File: src/rtl/write_channel_arbiter_pkg.sv
// Shared definitions for the write-channel arbiter slice.
//   arb_state_t : arbiter FSM states (IDLE/ISSUE/WAIT/ACK)
//   wr_mode_t   : operating mode of the downstream write channel. The arbiter
//                 behaves the same in both modes. In write-back mode the channel
//                 drives ready=~valid while idle, so ISSUE must never wait on
//                 wr_ready.
package write_channel_arbiter_pkg;

  typedef enum logic [1:0] {
    ST_IDLE  = 2'd0,
    ST_ISSUE = 2'd1,
    ST_WAIT  = 2'd2,
    ST_ACK   = 2'd3
  } arb_state_t;

  typedef enum logic {
    MODE_WRITE_THROUGH = 1'b0,
    MODE_WRITE_BACK    = 1'b1
  } wr_mode_t;

endpackage

File: src/rtl/write_channel_arbiter_rr_priority_select.sv
// Combinational round-robin selector.
//   req_valid   : per-requester request vector
//   last        : index of the most recent winner
//   grant_valid : at least one requester is valid
//   grant_idx   : first valid index strictly after last, wrapping modulo N_REQ
module rr_priority_select
  import write_channel_arbiter_pkg::*;
#(
  parameter int N_REQ = 2,
  parameter int ID_W  = $clog2(N_REQ)
) (
  input  logic [N_REQ-1:0] req_valid,
  input  logic [ID_W-1:0]  last,
  output logic             grant_valid,
  output logic [ID_W-1:0]  grant_idx
);

  logic [2*N_REQ-1:0] doubled;
  logic [ID_W:0]      shamt;
  logic [N_REQ-1:0]   rotated;
  int unsigned        sel;
  int unsigned        sum;

  // Rotate so that index last+1 lands at bit 0, pick the lowest set bit,
  // then rotate the chosen position back into requester numbering.
  always_comb begin
    shamt       = {1'b0, last} + (ID_W+1)'(1);
    doubled     = {req_valid, req_valid};
    rotated     = N_REQ'(doubled >> shamt);
    grant_valid = |rotated;
    sel         = 0;
    for (int unsigned k = N_REQ; k > 0; k--) begin
      if (rotated[k-1]) sel = k - 1;
    end
    sum = 32'(shamt) + sel;
    if (sum >= N_REQ) sum = sum - N_REQ;
    grant_idx = ID_W'(sum);
  end

endmodule

File: src/rtl/write_channel_arbiter.sv
// Shares one write channel between N_REQ requesters using round-robin
// arbitration. The winner's addr/wdata/wstrb are captured into hold registers
// that stay stable for the whole channel transaction; the winner gets a
// one-cycle req_ready pulse when the channel completes.
//   clk, reset  : clock (rising edge), asynchronous active-low reset
//   req_*       : packed per-requester request bundles, req_ready one-hot ack
//   wr_*        : single write-channel interface (wr_ready = completion in WAIT)
//   grant_id    : index of the current / last winner
//   busy        : high in any state other than IDLE
module write_channel_arbiter
  import write_channel_arbiter_pkg::*;
#(
  parameter int N_REQ  = 2,
  parameter int ADDR_W = 32,
  parameter int DATA_W = 32,
  parameter int ID_W   = $clog2(N_REQ)
) (
  input  logic                        clk,
  input  logic                        reset,
  input  logic [N_REQ-1:0]            req_valid,
  input  logic [N_REQ*ADDR_W-1:0]     req_addr,
  input  logic [N_REQ*DATA_W-1:0]     req_wdata,
  input  logic [N_REQ*(DATA_W/8)-1:0] req_wstrb,
  output logic [N_REQ-1:0]            req_ready,
  output logic                        wr_valid,
  output logic [ADDR_W-1:0]           wr_addr,
  output logic [DATA_W-1:0]           wr_wdata,
  output logic [DATA_W/8-1:0]         wr_wstrb,
  input  logic                        wr_ready,
  output logic [ID_W-1:0]             grant_id,
  output logic                        busy
);

  localparam int NBYTES = DATA_W / 8;

  arb_state_t      state;
  logic [ID_W-1:0] last;
  logic            grant_valid;
  logic [ID_W-1:0] grant_idx;

  rr_priority_select #(
    .N_REQ (N_REQ),
    .ID_W  (ID_W)
  ) u_select (
    .req_valid   (req_valid),
    .last        (last),
    .grant_valid (grant_valid),
    .grant_idx   (grant_idx)
  );

  assign busy = (state != ST_IDLE);

  always_ff @(posedge clk or negedge reset) begin
    if (!reset) begin
      state     <= ST_IDLE;
      last      <= ID_W'(N_REQ - 1);
      grant_id  <= '0;
      req_ready <= '0;
      wr_valid  <= 1'b0;
      wr_addr   <= '0;
      wr_wdata  <= '0;
      wr_wstrb  <= '0;
    end else begin
      case (state)
        ST_IDLE: begin
          req_ready <= '0;
          if (grant_valid) begin
            wr_addr  <= req_addr[grant_idx*ADDR_W +: ADDR_W];
            wr_wdata <= req_wdata[grant_idx*DATA_W +: DATA_W];
            wr_wstrb <= req_wstrb[grant_idx*NBYTES +: NBYTES];
            grant_id <= grant_idx;
            wr_valid <= 1'b1;
            state    <= ST_ISSUE;
          end
        end
        // Single-cycle valid, never gated on wr_ready: an idle write-back
        // channel reports ready even though it has not accepted anything.
        ST_ISSUE: begin
          wr_valid <= 1'b0;
          state    <= ST_WAIT;
        end
        // Error retries inside the channel keep wr_ready low; no timeout.
        ST_WAIT: begin
          if (wr_ready) begin
            last      <= grant_id;
            req_ready <= N_REQ'(1) << grant_id;
            state     <= ST_ACK;
          end
        end
        ST_ACK: begin
          req_ready <= '0;
          state     <= ST_IDLE;
        end
        default: begin
          req_ready <= '0;
          wr_valid  <= 1'b0;
          state     <= ST_IDLE;
        end
      endcase
    end
  end

endmodule

File: config.mk
export PLATFORM = sky130hd
export DESIGN_NAME = write_channel_arbiter
export DESIGN_NICKNAME = d
export VERILOG_FILES = /design/src/rtl/write_channel_arbiter_pkg.sv /design/src/rtl/write_channel_arbiter_rr_priority_select.sv /design/src/rtl/write_channel_arbiter.sv
export SDC_FILE = /design/constraint.sdc
export NUM_CORES = 1
export LEC_CHECK = 0
export ABC_AREA = 1
export BUFFER_PORTS_ARGS = -buffer_cell sky130_fd_sc_hd__buf_2
export CAP_MARGIN = 15
export CORE_MARGIN = 2
export CORE_UTILIZATION = 48
export DETAILED_ROUTE_END_ITERATION = 10
export GPL_TIMING_DRIVEN = 0
export PLACE_DENSITY = 0.83
export SLEW_MARGIN = 20
export SYNTH_ARGS = -nofsm -noshare
export SYNTH_HDL_FRONTEND = slang
export SYNTH_HIERARCHICAL = 1
export SYNTH_SLANG_ARGS = --single-unit
export TNS_END_PERCENT = 5
File: constraint.sdc
create_clock -name clk -period 2.4 [get_ports clk]
set_clock_uncertainty 0.15 [all_clocks]
set_input_delay 0.36 -clock clk [delete_from_list [all_inputs] [get_ports clk]]
set_output_delay 0.36 -clock clk [all_outputs]
set_load 0.01 [all_outputs]
* Word level (Yosys, flattened, before mapping)
Cells that the tools add are included.
Storage, ports and cells: bits in registers 75, input bits 141, output and inout port bits 73
Operators by class: add/subtract/negate cells 3, $lt $le $gt $ge 1, eq/ne operators 5, shift-type cells 5, multiplexer cells 10, reduce and logical (&&, ||, !) cells 11
Operator list (number):
- variable part select 64 x 7 -> 32 bit | 2
- AND reduction 2 bit | 5
- one-hot mux 2 bit (4 select lines) | 1
- variable part select 8 x 4 -> 4 bit | 1
- two-way mux 2 bit | 3
- nonzero test 2 bit | 3
- == test 2 bit (second input constant) | 2
- two-way mux 1 bit | 4
- inequality test 2 bit (second input constant) | 2
- one-hot mux 2 bit (2 select lines) | 1
- OR reduction 2 bit | 2
- >> shifter 4 x 2 -> 2 bit | 1
- adder 2 x 1 -> 3 bit | 1
- greater-or-equal comparator 3 x 2 -> 1 bit (second input constant) | 1
- adder 1 x 1 -> 2 bit (second input constant) | 1
- == test 2 x 1 -> 1 bit (second input constant) | 1
- logical NOT 2 bit | 1
- one-hot mux 1 bit (2 select lines) | 1
- left shift 1 x 1 -> 2 bit (first input constant) | 1
- subtractor 1 bit (second input constant) | 1

* Depth between registers and ports, before layout
Gate-level depths: netlist of run 1.
word-level depth 8, mapped depth 12, depth with buffers taken out 9

* Cells and area by module
Netlist of run 1, hierarchy kept.
Modules (own cells, without submodules):
- write_channel_arbiter | instances 1, cells an instance 558, area each 3824.9 um^2
- rr_priority_select | instances 1, cells an instance 8, area each 30.0 um^2

* Least setup slack after synthesis of run 1
Ideal clock, no wire load.
path type register -> register, from reg last, to reg wr_addr[0], setup time 116 ps, arrival 1243 ps, data required time 2134 ps, slack 891 ps, stages on the path, launching flop included 11, clock period less this slack 1509 ps, cells stage by stage dfstp_2 > nand2_1 > nand2_1 > nand2_1 > buf_4 > buf_6 > buf_4 > nand2_1 > nand2_1 > nand2_1 > nand2_1
On the way: longest elaborated chain between the ends 8, elaborated cells between the ends (all ways) 11, those cells by class 3 x add/sub; 1 x order compare; 2 x shift; 3 x mux; 2 x reduce/logical
Ends and longest elaborated chain:
- start: declaration | RTL line write_channel_arbiter.sv:37 | logic [ID_W-1:0] last;
- start signal: assignment | RTL line write_channel_arbiter.sv:56 | last <= ID_W'(N_REQ - 1);
- start signal: assignment | RTL line write_channel_arbiter.sv:85 | last <= grant_id;
- adder 1 x 1 -> 2 bit (*) | RTL line write_channel_arbiter_rr_priority_select.sv:27 | shamt = {1'b0, last} + (ID_W+1)'(1);
- >> shifter 4 x 2 -> 2 bit | RTL line write_channel_arbiter_rr_priority_select.sv:29 | rotated = N_REQ'(doubled >> shamt);
- two-way mux 1 bit (2 in a row) | RTL line write_channel_arbiter_rr_priority_select.sv:33 | if (rotated[k-1]) sel = k - 1;
- adder 2 x 1 -> 3 bit (*) | RTL line write_channel_arbiter_rr_priority_select.sv:35 | sum = 32'(shamt) + sel;
- greater-or-equal comparator 3 x 2 -> 1 bit or subtractor 1 bit (tied branches) | RTL line write_channel_arbiter_rr_priority_select.sv:36 | if (sum >= N_REQ) sum = sum - N_REQ;
- two-way mux 1 bit (*) | RTL line write_channel_arbiter_rr_priority_select.sv:36
- named net grant_idx | RTL line write_channel_arbiter.sv:39 | logic [ID_W-1:0] grant_idx;
- variable part select 64 x 7 -> 32 bit (*) | RTL line write_channel_arbiter.sv:68 | wr_addr <= req_addr[grant_idx*ADDR_W +: ADDR_W];
- end signal: assignment | RTL line write_channel_arbiter.sv:68
- end: declaration | RTL line write_channel_arbiter.sv:26 | output logic [ADDR_W-1:0] wr_addr,
The timed path passes the listed nets; every way through them passes the cells marked *. A chain may end at the register's enable or synchronous reset.

* Worst setup path in the final report of run 1
from reg state[0], to reg wr_addr[15]
On the way: longest elaborated chain between the ends 2
Ends and longest elaborated chain:
- start: declaration | RTL line write_channel_arbiter.sv:36 | arb_state_t state;
- start signal: assignment | RTL line write_channel_arbiter.sv:55 | state <= ST_IDLE;
- start signal: assignment | RTL line write_channel_arbiter.sv:73 | state <= ST_ISSUE;
- start signal: assignment | RTL line write_channel_arbiter.sv:80 | state <= ST_WAIT;
- logical NOT 2 bit | RTL line write_channel_arbiter.sv:64 | case (state)
- AND reduction 2 bit (no source line)
Every way passes these cells.

==> results of run 1 <==
[synthesized netlist by cell type, drive strengths merged]
library cell	instances	area, um2
o21ai	2	10.0
dfrtp	74	1850
dfstp	1	26.3
nand3	4	20.0
buf	25	166
ha	5	62.6
clkbuf	4	15.0
nand4	2	12.5
inv	16	62.6
nand2	433	1630
[metrics by stage]
step / cells / util [%] / instance area (um2) / worst slack (ns) / hold slack (ns)
floorplan: 566 / - / 3850 / 0.891 / -0.0856
global placement: 881 / 65.0 / 5050 / 0.387 / 0.307
detailed placement: 882 / 65.4 / 5080 / 0.578 / 0.173
CTS: 899 / 67.6 / 5250 / 0.551 / 0.135
global route: 899 / 67.6 / 5250 / 0.458 / 0.149
finish: 899 / 67.6 / 5250 / 0.548 / 0.148
[where the power goes]
part / leakage [nW] / internal, W / switching, W
Combinational: 2.38 / 0.00114 / 0.00180
Clock: 0.0872 / 0.000400 / 0.000426
Sequential: 0.936 / 0.00187 / 0.000342
Total: 3.41 / 0.00341 / 0.00256
[layer usage]
layer / vias to the layer above / GRT usage [%] / routed length [um] / share of wire (%)
met5: - / 0 / 0 / 0
met4: 0 / 8.57 / 159 / 1.5
met3: 15 / 4.27 / 831 / 7.6
met2: 195 / 44.3 / 5350 / 49
met1: 1872 / 31.3 / 4620 / 42
li1: 2130 / - / - / -
[area by class of cell]
| cell class | count | area share, % |
|---|---|---|
| plain buffers | 29 | 3.45 |
| clock buffers | 13 | 2.83 |
| clock inverters | 3 | 0.286 |
| inverters | 16 | 1.19 |
| multi-input cells | 446 | 33.0 |
| flip-flops and latches | 75 | 35.8 |
| well taps | 102 | 2.43 |
| repair buffers | 215 | 21.1 |
[worst min-delay path: stages]
cell	delay, ns
sky130_fd_sc_hd__buf_2	0.08
sky130_fd_sc_hd__nand2_1	0.04
sky130_fd_sc_hd__nand2_1	0.04
sky130_fd_sc_hd__nand2_1	0.04
sky130_fd_sc_hd__nand2_1	0.04
[flip-flops by register name (all words and copies together) (netlist names)]
register / count
wr_wdata: 32
state: 2
last: 1
req_ready: 2
wr_wstrb: 4
wr_addr: 32
wr_valid: 1
grant_id: 1
[kinds of logic after synthesis]
| kind of cell | count (synthesis) |
|---|---|
| AOI/OAI and AO/OA | 2 |
| adders and majority gates | 5 |
| buffers and inverters | 45 |
| DFF | 75 |
| and+or+nand+nor | 439 |
[worst paths after layout]
kind / slack (ns) / cells past startpoint / end / start
max in group asynchronous: 1.19 / 3 / wr_wdata[16] / reset
min: 0.15 / 5 / wr_wdata[21] / req_wdata[21]
max: 0.55 / 6 / wr_addr[15] / state[0]
min reg2reg: 0.33 / 2 / wr_wdata[4] / wr_wdata[4]
max reg2reg: 0.55 / 6 / wr_addr[15] / state[0]
min in group asynchronous: 0.36 / 2 / wr_addr[22] / reset
==> metrics.md, run 1 <==
| Metric | Value |
|---|---|
| Placer congestion estimate | `approximately 0.8` |
| Area of the multi-input gates | `1730 um2` |
| Number of nets in the layout | `about 940` |
| Starting density of the core | `around half` |
| Wirelength, routed | `between 10 and 15 mm` |
| Max-slew headroom | `approximately 61%` |
| Post-synthesis mux area share | `0%` |
| Most used cell along the critical path | `sky130_fd_sc_hd__nand2_1` |
| RSZ-0062 raised after global routing | `no` |
| Post-synthesis simple-gate area fraction | `between 40% and 50%` |
| Proportion of layout cells with a drive suffix above 1 | `31.7%` |
| Startpoint type of the worst setup path | `flop` |
| TritonCTS Sinks | `75` |
| Type of the worst setup path | `reg2reg` |
| Commonest cells after routing, fill and taps aside | `432 x sky130_fd_sc_hd__nand2_1, 225 x sky130_fd_sc_hd__buf_2, 74 x sky130_fd_sc_hd__dfrtp_1, 14 x sky130_fd_sc_hd__inv_1, 10 x sky130_fd_sc_hd__clkbuf_8` |
| Number of nets produced by synthesis | `712` |
| Number of CTS-inserted buffers | `9` |
| Worst-path cell with the longest stage delay | `sky130_fd_sc_hd__buf_1` |
| Chain of cells forming the critical path | `inv_1 > ha_1 > nand2_2 > buf_1 > nand2_1 > nand2_1` |
| Hold-fix buffers, CTS | `1` |
| Setup repair bufs after CTS | `0` |
| Die Width | `roughly 94 um` |
| Mean number of vias per cell | `between 4 and 5` |
| Synth unique cells | `17` |
| Count of maximum capacitance violations | `0` |
| Die Span Y | `93.6 um` |
| Synth Register Bits | `75` |
| Remaining number of nets flagged by the antenna check after routing | `0` |
| Buffers from clock root to sink, at most | `2` |
| CTS clk-pin slew, worst paths | `approximately 0.07 ns` |
| Global-route wire length before repair | `roughly 17 mm` |
| Number of slew-limit violations in the final report | `0` |
| Core outline area | `just under 8000 um2` |
| Clock root buffer master | `sky130_fd_sc_hd__clkbuf_8` |
| Most common library cell in the layout ignoring fill and taps | `sky130_fd_sc_hd__nand2_1` |
| Io pins | `around 210` |
| Largest vdd supply drop | `around 0.00057 V` |
| Via count | `between 4000 and 5000` |
| Static Leak | `approximately 3.4 nW` |
| Post-route clock period utilization | `77.2%` |
| Count of buffer and inverter cells on the critical path | `2` |
| Worst-path maximum fanout | `10` |
| Mean instance size in the synthesized netlist | `between 6 and 7 um2` |
| Number of optimization iterations in the first detailed-route pass | `4` |
| Combined global-route utilization of all metal layers | `25.1%` |
| Setup TNS Final | `0 ns` |
| Number of global-route vias before repair | `~3700` |
| DRC Markers | `0` |
| Filler Cells Inserted | `roughly 680` |
| Input/output buffers | `between 200 and 250` |
| Area enclosed by the die boundary | `between 8000 and 9000 um2` |
| XOR/XNOR share of the synthesized area | `0%` |
| Period minus WS final | `between 1.5 and 2 ns` |
| WP data arrival | `1.97 ns` |
| Tightest Hold Check Type | `in2reg` |
| CTS resizes | `0` |
| Synthesis warning total | `6` |
| Slowest Stage Delay on Critical Path | `a little under 0.5 ns` |
| Post-Synthesis Cell Area | `3850 um2` |
| Combined flip-flop and latch cell area | `~1900 um2` |
| Post-Synth Adder-Cell Area | `under 10%` |
| Total inserted antenna cells | `0` |
| Maximum number of pins on one net before global-route repair | `47` |
| Compound-gate portion of the synthesized area | `less than 1%` |
| Outcome | `complete, no violations` |
| Post-synthesis sequential area ratio | `48.7%` |
| Setup-violating endpoint count in the final report | `0` |
| Later-pin clock latency in the skew report | `approximately 0.34 ns` |
| Family with the most delay on the worst path | `buffers and inverters` |
| Worst-margin pin slew | `slightly below 0.6 ns` |
| Number of failing hold endpoints at the final stage | `0` |
| Cell area power density | `between 1000 and 1500 nW/um2` |
| First DRT Iteration DRCs | `130` |
| Final total power | `0.00597 W` |
| Remaining Overflow, GRT | `0` |
| Count of mapped cells out of synthesis | `566` |
| H-tree Lvls | `3` |
| Area added between synthesis and finish | `36.3%` |
| Maximum clock frequency | `~0.54 GHz` |
| Data required, critical path | `~2.5 ns` |
| Standard-cell row count | `32` |
| Initial antenna violation count | `0` |
| Kind of end point of the critical path | `flop` |
| Clock tree from TritonCTS | `yes` |
| Combinational family with the most area after synthesis | `simple AND/OR/NAND/NOR gates` |
| Detail-routed net length per standard cell | `around 12 um` |
| Detailed-placement wirelength estimate | `roughly 8.6 mm` |
No activity file was read; power rests on OpenSTA's default activity.
==> run 2: changes to the inputs <==
ABC_AREA = 0   (was 1)
CORE_UTILIZATION = 39   (was 48)
PLACE_DENSITY = 0.73   (was 0.83)
clock period = 1.7 ns   (was 2.4 ns; I/O delays follow)
==> run 2 against run 1 <==
Effect of this change:
- the flow now finishes with violations (setup timing)
- hold slack got worse by 0.096 ns
- critical path depth unchanged
- synthesized cell count decreased by 41%
- die area increased by 13%
- largest cell class unchanged
- highest routed layer unchanged
==> metrics.md, run 2 <==
| Metric | Value |
|---|---|
| Outcome | `finished with violations` |
| Violations in the final reports | `setup timing` |
| Detail-routed net length per standard cell | `14.4 um (+18%)` |
| Maximum clock frequency | `0.585 GHz (+8.3%)` |
| Combinational group share of total power | `47.6% (-1.5 points)` |
| Startpoint type of the worst setup path | `flop` |
| First DRT Iteration DRCs | `73 (-44%)` |
| Detailed-placement wirelength estimate | `7.50 mm (-13%)` |
| Kind of end point of the critical path | `flop` |
| EDFF count, synth | `0 (unchanged)` |
| Starting density of the core | `40.4% (-9.2 points)` |
| Global-route wire length before repair | `15.3 mm (-11%)` |
| Maximum number of pins on one net before global-route repair | `44 (-6.4%)` |
| Count of maximum capacitance violations | `0 (unchanged)` |
| Terminus of the critical flop-to-flop path | `grant_id` |
| Synthesis warning total | `6 (unchanged)` |
| Area added between synthesis and finish | `46.9%` |
| Wirelength, routed | `9.82 mm (-10%)` |
| Mean number of vias per cell | `4.86 (+3.8%)` |
| Clock tree from TritonCTS | `yes` |
| Placer congestion estimate | `0.749 (-7.7%)` |
| Static Leak | `2.68 nW (-21%)` |
| RSZ-0062 raised after global routing | `yes` |
| Later-pin clock latency in the skew report | `0.33 ns (about the same)` |
| Clock power frac | `19.5% (+5.7 points)` |
| Worst r2r path cells | `6 (unchanged)` |
| Sequential Power Share | `33.0% (-4.1 points)` |
| Commonest cells after routing, fill and taps aside | `214 x sky130_fd_sc_hd__buf_2, 74 x sky130_fd_sc_hd__dfrtp_1, 68 x sky130_fd_sc_hd__nor2_1, 66 x sky130_fd_sc_hd__a21oi_1, 64 x sky130_fd_sc_hd__mux2i_1` |
| Switching share of power | `37.1% (-5.8 points)` |
| Number of nets in the layout | `713 (-24%)` |
| Largest vdd supply drop | `0.000760 V (+32%)` |
| Worst-path maximum fanout | `7 (-3)` |
| Post-Synthesis Cell Area | `3560 um2 (-7.6%)` |
| Number of CTS-inserted buffers | `9 (unchanged)` |
| Tightest hold margin | `0.0523 ns (-0.0961 ns)` |
| TritonCTS Sinks | `75 (unchanged)` |
| Combined global-route utilization of all metal layers | `19.4% (-5.7 points)` |
| CTS clk-pin slew, worst paths | `0.08 ns (about the same)` |
| Mean instance size in the synthesized netlist | `10.7 um2 (+57%)` |
| Number of nets produced by synthesis | `480 (-33%)` |
| Post-route clock period utilization | `101% (+23 points)` |
| Origin of the critical flop-to-flop path | `last` |
| Internal portion of total power | `0.00601 W (+76%)` |
| Synth top cells by count | `74 x sky130_fd_sc_hd__dfrtp_1, 71 x sky130_fd_sc_hd__a21oi_1, 70 x sky130_fd_sc_hd__nor2_1, 68 x sky130_fd_sc_hd__mux2i_1, 14 x sky130_fd_sc_hd__buf_4` |
| Die Span Y | `99.6 um (+6.3%)` |
| Synth unique cells | `23 (+6)` |
| Remaining number of nets flagged by the antenna check after routing | `0 (unchanged)` |
| Proportion of layout cells with a drive suffix above 1 | `48.3% (+17 points)` |
| Initial antenna violation count | `0 (unchanged)` |
| Setup-violating endpoint count in the final report | `1 (+1)` |
| Number of failing hold endpoints at the final stage | `0 (unchanged)` |
| Worst-path cell with the longest stage delay | `sky130_fd_sc_hd__dfstp_2` |
| Synth Register Bits | `75 (unchanged)` |
| Slowest Stage Delay on Critical Path | `0.55 ns (+0.06 ns)` |
| Reported net switching power | `0.00354 W (+38%)` |
| Total inserted antenna cells | `0 (unchanged)` |
| Buffers from clock root to sink, at most | `2 (unchanged)` |
| Final setup margin | `-0.0101 ns (-0.558 ns)` |
| Post-synthesis cell type with the largest combined area | `sky130_fd_sc_hd__dfrtp_1` |
| Cell area power density | `1830 nW/um2 (+61%)` |
| Register-to-Register Setup Slack | `-0.01 ns (-0.56 ns)` |
| Setup TNS Final | `-0.0101 ns (-0.0101 ns)` |
| Worst setup path start | `last` |
| H-tree Lvls | `3 (unchanged)` |
| Number of optimization iterations in the first detailed-route pass | `4 (unchanged)` |
| Data required, critical path | `1.77 ns (-0.75 ns)` |
| Most common library cell in the layout ignoring fill and taps | `sky130_fd_sc_hd__buf_2` |
| DRC Markers | `0 (unchanged)` |
| Layout Utilization | `59.4% (-8.2 points)` |
| Most used standard cell by instance count after synthesis | `sky130_fd_sc_hd__dfrtp_1` |
| Fin cells | `680 (-24%)` |
| WP data arrival | `1.78 ns (-0.19 ns)` |
| Capture point of the worst path | `grant_id` |
| Largest registers | `wr_addr x32, wr_wdata x32, wr_wstrb x4` |
| Synth top area cells | `sky130_fd_sc_hd__dfrtp_1 52%, sky130_fd_sc_hd__mux2i_1 19%, sky130_fd_sc_hd__a21oi_1 10%, sky130_fd_sc_hd__nor2_1 7.4%, sky130_fd_sc_hd__buf_4 3.0%` |
| Primary FF master, synth | `sky130_fd_sc_hd__dfrtp_1` |
| Count of mapped cells out of synthesis | `334 (-41%)` |
| Via count | `3308 (-21%)` |
| Input/output buffers | `213 (unchanged)` |
| Post-synthesis sequential area ratio | `52.7% (+4.0 points)` |
| Max-slew headroom | `71.1% (+9.7 points)` |
| Synth top area share | `52.0% (+4.0 points)` |
| Clock root buffer master | `sky130_fd_sc_hd__clkbuf_8` |
| Io pins | `214 (unchanged)` |
| Core outline area | `8810 um2 (+13%)` |
| Number of slew-limit violations in the final report | `0 (unchanged)` |
| Remaining Overflow, GRT | `0 (unchanged)` |
| Cell count after placement | `656 (-26%)` |
| Chain of cells forming the critical path | `nor2_1 > o21a_1 > buf_6 > buf_12 > clkbuf_16 > mux2_2` |
| Standard-cell row count | `34 (+6.3%)` |
| Worst-margin pin slew | `0.433 ns (-0.146 ns)` |
| Share of flip-flops with an asynchronous set or reset | `100% (unchanged)` |
| Tightest Hold Check Type | `in2reg` |
| Number of global-route vias before repair | `3324 (-11%)` |
| Die Width | `99.6 um (+6.3%)` |
| Area enclosed by the die boundary | `9910 um2 (+13%)` |
| Period minus WS final | `1.71 ns (-0.142 ns)` |
| Type of the worst setup path | `reg2reg` |
[run 2: cell types whose count changed after synthesis, moves of 6 or more]
cell                      change
sky130_fd_sc_hd__mux2i_1     +68
sky130_fd_sc_hd__buf_4       +11
sky130_fd_sc_hd__buf_6        -6
sky130_fd_sc_hd__nor2_1      +70
sky130_fd_sc_hd__buf_2        -6
sky130_fd_sc_hd__inv_1       -11
sky130_fd_sc_hd__nand2_1    -429
sky130_fd_sc_hd__a21oi_1     +71
[run 2: worst min path at each step]
stage | start | to | depth (start not counted)
after floorplan | reset | grant_id | 0
after global placement | wr_valid | wr_valid | 2
after detailed placement | reset | state[0] | 1
after CTS | req_addr[39] | wr_addr[7] | 3
after global routing | req_wdata[12] | wr_wdata[12] | 3
final | req_addr[33] | wr_addr[1] | 3
[run 2: power groups by stage]
stage          clock network (W)  registers (W)  logic (W)
2_1_floorplan                  0        0.00358    0.00222
3_3_place_gp                   0        0.00314    0.00416
3_5_place_dp                   0        0.00318    0.00430
4_1_cts                  0.00189        0.00315    0.00435
5_1_grt                  0.00197        0.00328    0.00502
6_report                 0.00186        0.00315    0.00454
[run 2: cell families after synthesis]
group	Yosys count	share of synthesized area, %
flops	75	52.7
mux	71	20.1
compound gates	76	11.0
fa+ha+maj	5	1.76
buf+inv	26	5.38
simple gates	81	9.10
[run 2: metrics by stage]
step	worst slack (ns)	instance area, um2	power, W
floorplan	0.0547	3560	0.00580
global placement	-0.231	4760	0.00730
detailed placement	-0.116	4780	0.00748
CTS	-0.0307	5090	0.00939
global route	-0.0583	5230	0.0103
finish	-0.0101	5230	0.00955
[run 2: repair_timing]
action | in CTS | in global routing
endpoints found under the hold margin | 31 | 0
gates resized for setup | 8 | 17
pin swaps | 6 | 15
cloned | 0 | 2
hold buffers | 1 | 0
endpoints found under the setup margin | 54 | 70
setup buffers | 0 | 5
[run 2: cell type report]
type,instances,area (um2)
multi-input combinational,233,1530
sequential,75,1880
inverter,3,11.3
clock buffer,12,155
fill,779,3580
buffer,23,204
tap,108,135
clock inverter,4,120
timing repair buffer,222,1190
[run 2: critical path, delay by kind of cell, from the launching register on]
family,cells,cell delay (ns)
AOI/OAI and AO/OA,1,0.17
buffers and inverters,3,0.44
muxes,1,0.25
DFF,1,0.55
and+or+nand+nor,1,0.04
[run 2: per-layer routing]
metal / vias up / wire length [um] / track usage [%]
met4: 0 / 125 / 5.69
met1: 1557 / 3990 / 23.1
met3: 13 / 637 / 4.92
met5: - / 0 / 0
li1: 1613 / - / -
met2: 125 / 5060 / 34.6
==> run 3: changes to the inputs <==
CORE_UTILIZATION = 44   (was 39)
PLACE_DENSITY = 0.78   (was 0.73)
clock period = 1.8 ns   (was 1.7 ns; I/O delays follow)
==> run 3 against run 2 <==
Effect of this change:
- the run now ends clean
- power is 14% lower
- combinational power down 9.9%
- first-iteration DRC count is 53% higher
- register-to-register slack improved by 0.097 ns
- non-clock buffer count is 7 lower
- maximum frequency shrank 0.16%
- count of clock-buffer cells in the layout fell by 1
- utilization up 5.0 points
- critical endpoint is now wr_addr[3]
- largest cell class unchanged
- largest power group unchanged
==> metrics.md, run 3 (synthesis results as in run 2) <==
| Metric | Value |
|---|---|
| Core outline area | `7770 um2 (-12%)` |
| Detail-routed net length per standard cell | `14.8 um (+2.8%)` |
| Switching share of power | `40.1% (+3.0 points)` |
| Final total power | `0.00823 W (-14%)` |
| Wirelength, routed | `9.90 mm (+0.86%)` |
| Number of optimization iterations in the first detailed-route pass | `4 (unchanged)` |
| Count of maximum capacitance violations | `0 (unchanged)` |
| Static Leak | `2.59 nW (-3.3%)` |
| Cell count after placement | `650 (-0.91%)` |
| Die Width | `94.0 um (-5.6%)` |
| Area added between synthesis and finish | `40.4%` |
| Largest registers | `wr_addr x32, wr_wdata x32, wr_wstrb x4` |
| Standard-cell row count | `32 (-5.9%)` |
| First DRT Iteration DRCs | `112 (+53%)` |
| Layout Utilization | `64.4% (+5.0 points)` |
| Clock root buffer master | `sky130_fd_sc_hd__clkbuf_8` |
| Combined global-route utilization of all metal layers | `21.9% (+2.5 points)` |
| Later-pin clock latency in the skew report | `0.33 ns (about the same)` |
| Commonest cells after routing, fill and taps aside | `214 x sky130_fd_sc_hd__buf_2, 74 x sky130_fd_sc_hd__dfrtp_1, 70 x sky130_fd_sc_hd__nor2_1, 70 x sky130_fd_sc_hd__a21oi_1, 67 x sky130_fd_sc_hd__mux2i_1` |
| Maximum number of pins on one net before global-route repair | `46 (+4.5%)` |
| Kind of end point of the critical path | `flop` |
| Buffers from clock root to sink, at most | `2 (unchanged)` |
| Worst setup slack after placement | `0.0464 ns (+0.163 ns)` |
| Via count | `3304 (-0.12%)` |
| Final setup margin | `0.0872 ns (+0.0972 ns)` |
| Io pins | `214 (unchanged)` |
| Input/output buffers | `213 (unchanged)` |
| Global-route wire length before repair | `14.9 mm (-2.7%)` |
| Area enclosed by the die boundary | `8830 um2 (-11%)` |
| Worst-margin pin slew | `0.421 ns (-0.0123 ns)` |
| Number of slew-limit violations in the final report | `0 (unchanged)` |
| Number of CTS-inserted buffers | `9 (unchanged)` |
| Startpoint type of the worst setup path | `flop` |
| Register-to-Register Setup Slack | `0.09 ns (+0.10 ns)` |
| Total inserted antenna cells | `0 (unchanged)` |
| Remaining number of nets flagged by the antenna check after routing | `0 (unchanged)` |
| Die Span Y | `94.0 um (-5.6%)` |
| Number of global-route vias before repair | `3203 (-3.6%)` |
| Capture point of the worst path | `wr_addr[3]` |
| Internal portion of total power | `0.00493 W (-18%)` |
| Placer congestion estimate | `0.757 (+1.1%)` |
| Clock tree from TritonCTS | `yes` |
| Starting density of the core | `45.8% (+5.4 points)` |
| Remaining Overflow, GRT | `0 (unchanged)` |
| Worst r2r path cells | `7 (+1)` |
| Data required, critical path | `1.87 ns (+0.10 ns)` |
| Detailed-placement wirelength estimate | `7.76 mm (+3.5%)` |
| Tightest hold margin | `0.0868 ns (+0.0344 ns)` |
| Setup-violating endpoint count in the final report | `0 (-1)` |
| Initial antenna violation count | `0 (unchanged)` |
| Fin cells | `667 (-1.9%)` |
| Mean number of vias per cell | `4.95 (+1.8%)` |
| Max-slew headroom | `71.9% (+0.82 points)` |
| Clock power frac | `14.0% (-5.5 points)` |
| Outcome | `complete, no violations` |
| Setup repair bufs after CTS | `0 (unchanged)` |
| Combinational group share of total power | `49.7% (+2.1 points)` |
| Type of the worst setup path | `reg2reg` |
| Cell area power density | `1640 nW/um2 (-9.9%)` |
| Post-route clock period utilization | `95.2% (-5.4 points)` |
| Worst setup path start | `last` |
| Most common library cell in the layout ignoring fill and taps | `sky130_fd_sc_hd__buf_2` |
| Period minus WS final | `1.71 ns (+0.00277 ns)` |
| H-tree Lvls | `3 (unchanged)` |
| Filler Cells Inserted | `662 (-15%)` |
| Maximum clock frequency | `0.584 GHz (-0.16%)` |
| Tightest Hold Check Type | `in2reg` |
| Terminus of the critical flop-to-flop path | `wr_addr[3]` |
| Number of failing hold endpoints at the final stage | `0 (unchanged)` |
| WP data arrival | `1.78 ns (about the same)` |
| Largest vdd supply drop | `0.000884 V (+16%)` |
| Sequential Power Share | `36.3% (+3.3 points)` |
| Worst-path maximum fanout | `10 (+3)` |
| CTS clk-pin slew, worst paths | `0.08 ns (about the same)` |
| RSZ-0062 raised after global routing | `yes` |
| DRC Markers | `0 (unchanged)` |
| Origin of the critical flop-to-flop path | `last` |
| Number of nets in the layout | `706 (-0.98%)` |
| Proportion of layout cells with a drive suffix above 1 | `45.7% (-2.6 points)` |
| Reported net switching power | `0.00330 W (-6.9%)` |
| TritonCTS Sinks | `75 (unchanged)` |
-- run 3: cell count changes in the layout (fill, tap and decap cells not counted), moves of 3 or more --
cell                        previous run  this run
sky130_fd_sc_hd__buf_4                21        14
sky130_fd_sc_hd__a21oi_1              66        70
sky130_fd_sc_hd__a21oi_2               5         1
sky130_fd_sc_hd__bufinv_16             4         0
sky130_fd_sc_hd__clkbuf_4              0         4
sky130_fd_sc_hd__clkinv_2              0         4
sky130_fd_sc_hd__buf_12                5         2
sky130_fd_sc_hd__mux2i_1              64        67
sky130_fd_sc_hd__mux2i_2               4         1
-- run 3: final cells by class --
type	count	area (um2)	share of cell area [%]
timing repair buffer	215	1110	22.1
multi-input combinational	233	1500	30.0
sequential	75	1880	37.6
clock buffer	11	151	3.03
clock inverter	5	27.5	0.550
tap	102	128	2.55
buffer	23	200	4.00
inverter	3	11.3	0.225
-- run 3: through the flow --
| step | TNS [ns] | instance area [um2] |
|---|---|---|
| after CTS | 0 | 4970 |
| after detailed placement | 0 | 4780 |
| after global placement | -10.98 | 4750 |
| final | 0 | 5000 |
| after global routing | -0.147 | 5000 |
| after floorplan | 0 | 3560 |
-- run 3: critical path, stage by stage, from the launching register on --
cell                      delay (ns)
sky130_fd_sc_hd__dfstp_2        0.54
sky130_fd_sc_hd__nor2_1         0.04
sky130_fd_sc_hd__o21a_1         0.17
sky130_fd_sc_hd__buf_6          0.14
sky130_fd_sc_hd__buf_12         0.15
sky130_fd_sc_hd__buf_12         0.15
sky130_fd_sc_hd__mux2i_2        0.17
sky130_fd_sc_hd__a21oi_1        0.08
-- run 3: worst min path at each step --
| stage | start | to | cells after the start |
|---|---|---|---|
| global route | req_addr[37] | wr_addr[5] | 3 |
| detailed placement | reset | wr_wdata[5] | 1 |
| global placement | wr_valid | wr_valid | 2 |
| CTS | req_addr[2] | wr_addr[2] | 3 |
| floorplan | reset | grant_id | 0 |
| finish | req_wdata[9] | wr_wdata[9] | 3 |
-- run 3: what timing repair did --
action	4_1_cts	5_1_grt
gates resized for setup	0	10
endpoints found under the hold margin	30	0
setup endpoints to repair	0	41
hold buffers	1	0
-- run 3: routing by layer --
| layer | global-route usage, % | vias to the layer above | wire [um] |
|---|---|---|---|
| li1 | - | 1598 | - |
| met1 | 25.6 | 1544 | 3930 |
| met2 | 40.7 | 154 | 5160 |
| met3 | 4.33 | 8 | 725 |
| met4 | 5.80 | 0 | 91 |
| met5 | 0 | - | 0 |
-- run 3: power groups by stage --
stage               logic [W]  clock network [W]  registers [W]
floorplan             0.00210                  0        0.00338
global placement      0.00394                  0        0.00297
detailed placement    0.00409                  0        0.00300
CTS                   0.00409            0.00118        0.00299
global route          0.00452            0.00124        0.00309
finish                0.00409            0.00115        0.00298
